==> src/rtl/mem_bank_port_arbiter_pkg.sv <==
// mem_ctrl_pkg: shared FSM state and read-tag types for the bank port arbiter
package mem_ctrl_pkg;
  // Tag id is sized for the largest supported requester count (8)
  localparam int ID_W = 3;
  typedef enum logic {IDLE, OWNED} arb_state_t;
  typedef struct packed {
    logic            v;
    logic [ID_W-1:0] id;
  } rd_tag_t;
endpackage

==> src/rtl/mem_bank_port_arbiter_if.sv <==
// mem_bank_port_arbiter_if: requester and memory-bank signals of one arbitrated port
interface mem_bank_port_arbiter_if #(
  parameter int N_REQ = 4,
  parameter int A_W   = 12,
  parameter int R_W   = 12
);
  logic [N_REQ-1:0]     i_req, i_we, i_lock;
  logic [N_REQ*A_W-1:0] i_addr;
  logic [N_REQ*R_W-1:0] i_din;
  logic [N_REQ-1:0]     o_gnt;
  logic                 o_mem_en, o_mem_we;
  logic [A_W-1:0]       o_mem_addr;
  logic [R_W-1:0]       o_mem_din, i_mem_dout;
  logic [N_REQ-1:0]     o_rvalid;
  logic [R_W-1:0]       o_rdata;
  logic                 o_busy;
  modport slave (
    input  i_req, i_we, i_lock, i_addr, i_din, i_mem_dout,
    output o_gnt, o_mem_en, o_mem_we, o_mem_addr, o_mem_din, o_rvalid, o_rdata, o_busy
  );
  modport master (
    output i_req, i_we, i_lock, i_addr, i_din, i_mem_dout,
    input  o_gnt, o_mem_en, o_mem_we, o_mem_addr, o_mem_din, o_rvalid, o_rdata, o_busy
  );
endinterface

==> src/rtl/mem_bank_port_arbiter_tag_pipe.sv <==
// mem_rd_tag_pipe: RL-deep shift register of read tags with async clear
module mem_rd_tag_pipe
  import mem_ctrl_pkg::*;
#(
  parameter int RL = 2
) (
  input  logic    i_clk,
  input  logic    i_rst,
  input  rd_tag_t tag_i,
  output rd_tag_t tag_o,
  output logic    busy_o
);
  rd_tag_t [RL-1:0] pipe_q;
  always_ff @(posedge i_clk or posedge i_rst) begin
    if (i_rst) pipe_q <= '0;
    else begin
      pipe_q[0] <= tag_i;
      for (int i = 1; i < RL; i++) pipe_q[i] <= pipe_q[i-1];
    end
  end
  assign tag_o = pipe_q[RL-1];
  always_comb begin
    busy_o = 1'b0;
    for (int i = 0; i < RL; i++) busy_o = busy_o | pipe_q[i].v;
  end
endmodule

==> src/rtl/mem_bank_port_arbiter.sv <==
// mem_bank_port_arbiter: round-robin arbiter with locked bursts and tagged read return
module mem_bank_port_arbiter
  import mem_ctrl_pkg::*;
#(
  parameter int N_REQ     = 4,
  parameter int A_W       = 12,
  parameter int R_W       = 12,
  parameter int RL        = 2,
  parameter int MAX_BURST = 4
) (
  input logic i_clk,
  input logic i_rst,
  mem_bank_port_arbiter_if.slave bus
);
  localparam int IW = $clog2(N_REQ);
  localparam int CW = $clog2(MAX_BURST + 1);
  arb_state_t     state_q, state_d;
  logic [IW-1:0]  ptr_q, ptr_d, own_q, own_d, gid_q, gid, rr_id, idx;
  logic [CW-1:0]  cnt_q, cnt_d;
  logic [N_REQ-1:0] mask;
  logic           own_ok, rr_hit, any, en_q, we_q;
  logic [A_W-1:0] addr_q;
  logic [R_W-1:0] din_q;
  rd_tag_t        tag_out;
  always_comb begin
    own_ok = state_q == OWNED && bus.i_req[own_q] && bus.i_lock[own_q];
    mask = bus.i_req & ~((state_q == OWNED) ? N_REQ'(1) << own_q : '0);
    rr_hit = 1'b0;
    rr_id = '0;
    idx = '0;
    // Walk backwards so the nearest requester after the pointer is the last to win
    for (int i = N_REQ; i >= 1; i--) begin
      idx = IW'((int'(ptr_q) + i) % N_REQ);
      if (mask[idx]) begin
        rr_hit = 1'b1;
        rr_id = idx;
      end
    end
    any = own_ok | rr_hit;
    gid = own_ok ? own_q : rr_id;
    ptr_d = ptr_q;
    own_d = own_q;
    state_d = state_q;
    cnt_d = cnt_q;
    if (own_ok) begin
      cnt_d = cnt_q + 1'b1;
      if (cnt_d == CW'(MAX_BURST)) begin
        state_d = IDLE;
        ptr_d = own_q;
        cnt_d = '0;
      end
    end else begin
      state_d = IDLE;
      cnt_d = '0;
      if (rr_hit) begin
        ptr_d = rr_id;
        if (bus.i_lock[rr_id] && MAX_BURST > 1) begin
          state_d = OWNED;
          own_d = rr_id;
          cnt_d = CW'(1);
        end
      end
    end
  end
  always_ff @(posedge i_clk or posedge i_rst) begin
    if (i_rst) begin
      state_q <= IDLE;
      ptr_q <= IW'(N_REQ - 1);
      own_q <= '0;
      cnt_q <= '0;
      en_q <= 1'b0;
      we_q <= 1'b0;
      addr_q <= '0;
      din_q <= '0;
      gid_q <= '0;
    end else begin
      state_q <= state_d;
      ptr_q <= ptr_d;
      own_q <= own_d;
      cnt_q <= cnt_d;
      en_q <= any;
      we_q <= any & bus.i_we[gid];
      addr_q <= bus.i_addr[gid*A_W +: A_W];
      din_q <= bus.i_din[gid*R_W +: R_W];
      gid_q <= gid;
    end
  end
  mem_rd_tag_pipe #(.RL(RL)) u_pipe (
    .i_clk (i_clk),
    .i_rst (i_rst),
    .tag_i ('{v: en_q & ~we_q, id: ID_W'(gid_q)}),
    .tag_o (tag_out),
    .busy_o(bus.o_busy)
  );
  assign bus.o_gnt      = any ? N_REQ'(1) << gid : '0;
  assign bus.o_mem_en   = en_q;
  assign bus.o_mem_we   = we_q;
  assign bus.o_mem_addr = addr_q;
  assign bus.o_mem_din  = din_q;
  assign bus.o_rvalid   = tag_out.v ? N_REQ'(1) << tag_out.id : '0;
  assign bus.o_rdata    = tag_out.v ? bus.i_mem_dout : '0;
endmodule

==> src/flat_wrapper.sv <==
// flat-port wrapper written by rule: the top's interface ports become plain ports
module mem_bank_port_arbiter_flat import mem_ctrl_pkg::*;
#(
  parameter int N_REQ     = 4,
  parameter int A_W       = 12,
  parameter int R_W       = 12,
  parameter int RL        = 2,
  parameter int MAX_BURST = 4
)
  (i_clk, i_rst, bus_i_req, bus_i_we, bus_i_lock, bus_i_addr, bus_i_din, bus_i_mem_dout, bus_o_gnt, bus_o_mem_en, bus_o_mem_we, bus_o_mem_addr, bus_o_mem_din, bus_o_rvalid, bus_o_rdata, bus_o_busy);
  mem_bank_port_arbiter_if #(.N_REQ(N_REQ), .A_W(A_W), .R_W(R_W)) bus_i ();
  input logic i_clk;
  input logic i_rst;
  input wire logic [$bits(bus_i.i_req)-1:0] bus_i_req;
  input wire logic [$bits(bus_i.i_we)-1:0] bus_i_we;
  input wire logic [$bits(bus_i.i_lock)-1:0] bus_i_lock;
  input wire logic [$bits(bus_i.i_addr)-1:0] bus_i_addr;
  input wire logic [$bits(bus_i.i_din)-1:0] bus_i_din;
  input wire logic [$bits(bus_i.i_mem_dout)-1:0] bus_i_mem_dout;
  output wire logic [$bits(bus_i.o_gnt)-1:0] bus_o_gnt;
  output wire logic [$bits(bus_i.o_mem_en)-1:0] bus_o_mem_en;
  output wire logic [$bits(bus_i.o_mem_we)-1:0] bus_o_mem_we;
  output wire logic [$bits(bus_i.o_mem_addr)-1:0] bus_o_mem_addr;
  output wire logic [$bits(bus_i.o_mem_din)-1:0] bus_o_mem_din;
  output wire logic [$bits(bus_i.o_rvalid)-1:0] bus_o_rvalid;
  output wire logic [$bits(bus_i.o_rdata)-1:0] bus_o_rdata;
  output wire logic [$bits(bus_i.o_busy)-1:0] bus_o_busy;
  assign bus_i.i_req = bus_i_req;
  assign bus_i.i_we = bus_i_we;
  assign bus_i.i_lock = bus_i_lock;
  assign bus_i.i_addr = bus_i_addr;
  assign bus_i.i_din = bus_i_din;
  assign bus_i.i_mem_dout = bus_i_mem_dout;
  assign bus_o_gnt = bus_i.o_gnt;
  assign bus_o_mem_en = bus_i.o_mem_en;
  assign bus_o_mem_we = bus_i.o_mem_we;
  assign bus_o_mem_addr = bus_i.o_mem_addr;
  assign bus_o_mem_din = bus_i.o_mem_din;
  assign bus_o_rvalid = bus_i.o_rvalid;
  assign bus_o_rdata = bus_i.o_rdata;
  assign bus_o_busy = bus_i.o_busy;
  mem_bank_port_arbiter #(.N_REQ(N_REQ), .A_W(A_W), .R_W(R_W), .RL(RL), .MAX_BURST(MAX_BURST)) u_core (.i_clk(i_clk), .i_rst(i_rst), .bus(bus_i));
endmodule
==> config.mk <==
export PLATFORM = sky130hd
export DESIGN_NAME = mem_bank_port_arbiter_flat
export DESIGN_NICKNAME = d
export VERILOG_FILES = /design/src/rtl/mem_bank_port_arbiter_pkg.sv /design/src/rtl/mem_bank_port_arbiter_if.sv /design/src/rtl/mem_bank_port_arbiter_tag_pipe.sv /design/src/rtl/mem_bank_port_arbiter.sv /design/src/flat_wrapper.sv
export SDC_FILE = /design/constraint.sdc
export NUM_CORES = 1
export LEC_CHECK = 0
export ABC_AREA = 1
export BUFFER_PORTS_ARGS = -buffer_cell sky130_fd_sc_hd__buf_2
export CORE_UTILIZATION = 48
export DETAILED_ROUTE_END_ITERATION = 16
export GPL_TIMING_DRIVEN = 0
export PLACE_DENSITY = 0.87
export SLEW_MARGIN = 0
export SYNTH_ARGS = -nofsm -noshare
export SYNTH_HDL_FRONTEND = slang
export SYNTH_SLANG_ARGS = --single-unit
export TNS_END_PERCENT = 1
==> constraint.sdc <==
create_clock -name i_clk -period 3.5 [get_ports i_clk]
set_input_delay 0.7 -clock i_clk [delete_from_list [all_inputs] [get_ports i_clk]]
set_output_delay 0.7 -clock i_clk [all_outputs]
set_load 0.02 [all_outputs]
==> results.toml <==
[global_route]
overflow = 0
grt_start_max_net_pins = 43
antenna_found_initial = 0
grt_util_all_layers_pct = 25.5
grt_first_pass_wirelength_microns = 12400
grt_pass1_vias = 2825

[outcome]
run_status = "completed"

[clock_tree]
root_buffer = "clkbuf_8"
clkLatencyLatePin_ps = 290
cts_tree = "done"
cts.sinks = 42
cts_buffer_depth = 2
cts_max_level = 2
cts_setup_buffers = 0
cts_buffers = 5
cts_resized = 0
clkTransAtPathRegs_ps = 70
cts_hold_buf = 0

[floorplanning]
core_sq_um = 5640
ios = 169
die_h_microns = 79.5
die_area_sq_um = 6310
die_w_microns = 79.5
start_util_pct = 51.1
rows = 27

[sta]
finalCritPeriodShare_pct = 90.3
max_freq_ghz = 0.316
finalClockSkew_ps = 6.18
relSlewSlack_pct = 43.4
drv_slew = 0
tightest_slew_ps = 848
rsz0062_at_grt = "false"
finalHoldViolations = 0
layout_min_cycle_time_ps = 3160
fin_setup_tns_ps = 0
setup-violations-final = 0

[setup_path]
startpoint = "u_core.ptr_q[0]"
critPathMaxStageDelay_ps = 530
rrSetupSlack_ps = 1270
timing.rr.start = "u_core.ptr_q[0]"
path_max_fanout = 10
worstPathCellList = "buf_6 -> inv_2 -> nand3_1 -> nand2_1 -> nand2_1 -> nand2_1 -> inv_2 -> nand2_2 -> nand3_4 -> nand3_4 -> nand2_4 -> buf_12 -> nand2_4 -> inv_2 -> buf_6 -> buf_2"
critPathSlowestCell = "dfstp_2"
arrival_ps = 2460
critPathLaunchType = "flop"
cp-end-kind = "primary output"
cp_data_required_time_ps = 2800
r2r_end = "u_core.bus.o_mem_addr[4]"
critPathKind = "flop to primary output"
crit_family = "buffers and inverters"
critPathCapture = "bus_o_gnt[2]"
cp.depth = 16
worst_r2r_path_depth = 16
crit_buf_inv = 7

[synthesis]
synth_cells = 391
postSynth.asyncResetShare_pct = 100
synth_xor_area_share_pct = 0.565
syn_avg_cell_area_sq_um = 7.37
synth_warnings = 0
ys_ff_latch = 42
synthAdderAreaFrac_pct = 0.869
ys_types = 31
synth_flop_cell = "dfrtp_1"
postSynthNetCount = 515
synth_edf_count = 0
muxShareOfSynthArea_pct = 0
synth_top_family_by_area = "simple AND/OR/NAND/NOR gates"
synth-compound-area-share_pct = 1.56
synth_area_sq_um = 2880
yosysSeqAreaShare_pct = 36.6
synthSimpleGateAreaFrac_pct = 49.7

[route]
drt_pass1_iterations = 4
drt_iter0_markers = 154
vias_per_cell = 4.85
postRouteAntennaNets = 0
routed_wl_microns = 7960
vias = 3096
drc_errors = 0
drt-wirelength-per-cell_microns = 12.5

[power_and_ir_drop]
irDropWorstVdd_uv = 861
powerDensity_nw_per_um2 = 1400
total_leakage_power_nw = 2.39

[finish]
syn_to_final_growth_pct = 36.0
final_area_sq_um = 3920
num_antenna_cells = 0
layout-drive-gt1-share_pct = 45.9
n_fill_cell = 500
fin_cells = 639
utilization_pct = 69.4
nets = 690

[min_path]
hp-class = "flop to flop"

[placement]
placed_area_sq_um = 3810
detailed_place_hpwl_microns = 6370
place_inst = 631
place_congestion = 0.866
portBuffers = 168

[job]
maxCapViolations = 0
## synth_stat cells, types with 3 or more instances
master	instances	area [sq um]
nand4_1	7	43.8
nand2_2	28	175
inv_2	5	18.8
nor3_1	6	30.0
inv_1	29	109
inv_4	3	18.8
a21oi_1	3	15.0
buf_6	8	90.1
nor2_1	12	45.0
dfrtp_1	40	1000
nand2_1	170	638
nand3_2	21	210
nand3_1	29	145
nand3_4	3	52.6
## cell families (layout without fill, tap and decap cells)
| group | Yosys count | count (layout) |
|---|---|---|
| xor gates and xnor gates | 1 | 1 |
| buffers and inverters | 53 | 229 |
| DFF | 42 | 42 |
| AOI/OAI and AO/OA | 8 | 8 |
| and+or+nand+nor | 285 | 285 |
| adders and majority gates | 2 | 2 |
## worst register-to-register path, cell delays in order, from the launching register on
cell	delay (ps)
dfstp_2	530
buf_6	140
inv_2	90
nand3_1	110
nand2_1	90
nand2_1	60
nand2_1	60
inv_2	90
nand2_2	80
nand3_4	90
nand3_4	100
nand2_4	100
inv_4	80
nor2_4	140
buf_2	240
nand2_1	90
nand3_2	80
## metrics by stage
stage               hold slack, ps  worst slack, ps  total power, mW
finish                         352              339             5.47
global route                   357              155             6.00
CTS                            352              350             5.50
detailed placement             336              458             5.12
global placement               334              481             4.99
floorplan                      331              723             4.07
## how the worst min path moves through the flow
stage                              end  cells past startpoint  slack, ps                     from
5_1_grt         u_core.u_pipe.tag_o[1]                      0        360  u_core.u_pipe.pipe_q[1]
3_3_place_gp   u_core.u_pipe.pipe_q[0]                      0        330          u_core.gid_q[0]
4_1_cts         u_core.u_pipe.tag_o[1]                      0        350  u_core.u_pipe.pipe_q[1]
2_1_floorplan  u_core.u_pipe.pipe_q[0]                      0        330          u_core.gid_q[0]
3_5_place_dp    u_core.u_pipe.tag_o[1]                      0        340  u_core.u_pipe.pipe_q[1]
6_report        u_core.u_pipe.tag_o[1]                      0        350  u_core.u_pipe.pipe_q[1]
## final cells by class
type	instances	area, sq um	share of cell area [%]
Timing Repair Buffer	168	841	21.5
Clock buffer	7	76.3	1.95
Clock inverter	1	30.0	0.767
Multi-Input combinational cell	296	1520	38.7
Inverter	37	146	3.74
Sequential cell	42	1050	26.9
Buffer	16	163	4.15
Tap cell	72	90.1	2.30
## sequential cells by signal, summed over array words and instances (netlist names)
| signal | cells |
|---|---|
| u_core.bus.o_mem_addr | 12 |
| u_core.bus.o_mem_din | 12 |
| u_core.cnt_q | 3 |
| u_core.u_pipe.pipe_q | 3 |
| u_core.u_pipe.tag_o | 3 |
| u_core.gid_q | 2 |
| u_core.own_q | 2 |
| u_core.ptr_q | 2 |
| u_core.bus.o_mem_en | 1 |
| u_core.bus.o_mem_we | 1 |
| u_core.state_q | 1 |
## layer usage
layer | global-route usage [%] | up-vias | part of all wire [%]
met5 | 0 | - | 0
met4 | 9.09 | 0 | 2.6
met3 | 4.46 | 20 | 6.9
met2 | 47.5 | 135 | 50
met1 | 28.6 | 1377 | 40
li1 | - | 1564 | -
## where the power goes
| group | internal [mW] | total, mW | switching [mW] |
|---|---|---|---|
| sequential | 0.779 | 0.879 | 0.0997 |
| clock | 0.213 | 0.372 | 0.159 |
| combinational | 1.51 | 4.22 | 2.71 |
| total | 2.50 | 5.47 | 2.97 |
## cell usage in the layout, fill, tap and decap left out, types with 6 or more instances in the layout
cell type    n
nand2_1    170
buf_2      170
dfrtp_1     40
nand3_1     29
nand2_2     28
inv_1       28
nand3_2     21
nor2_1      12
buf_6        8
nand4_1      7
inv_2        6
nor3_1       6
No activity file was read; power rests on OpenSTA's default activity.
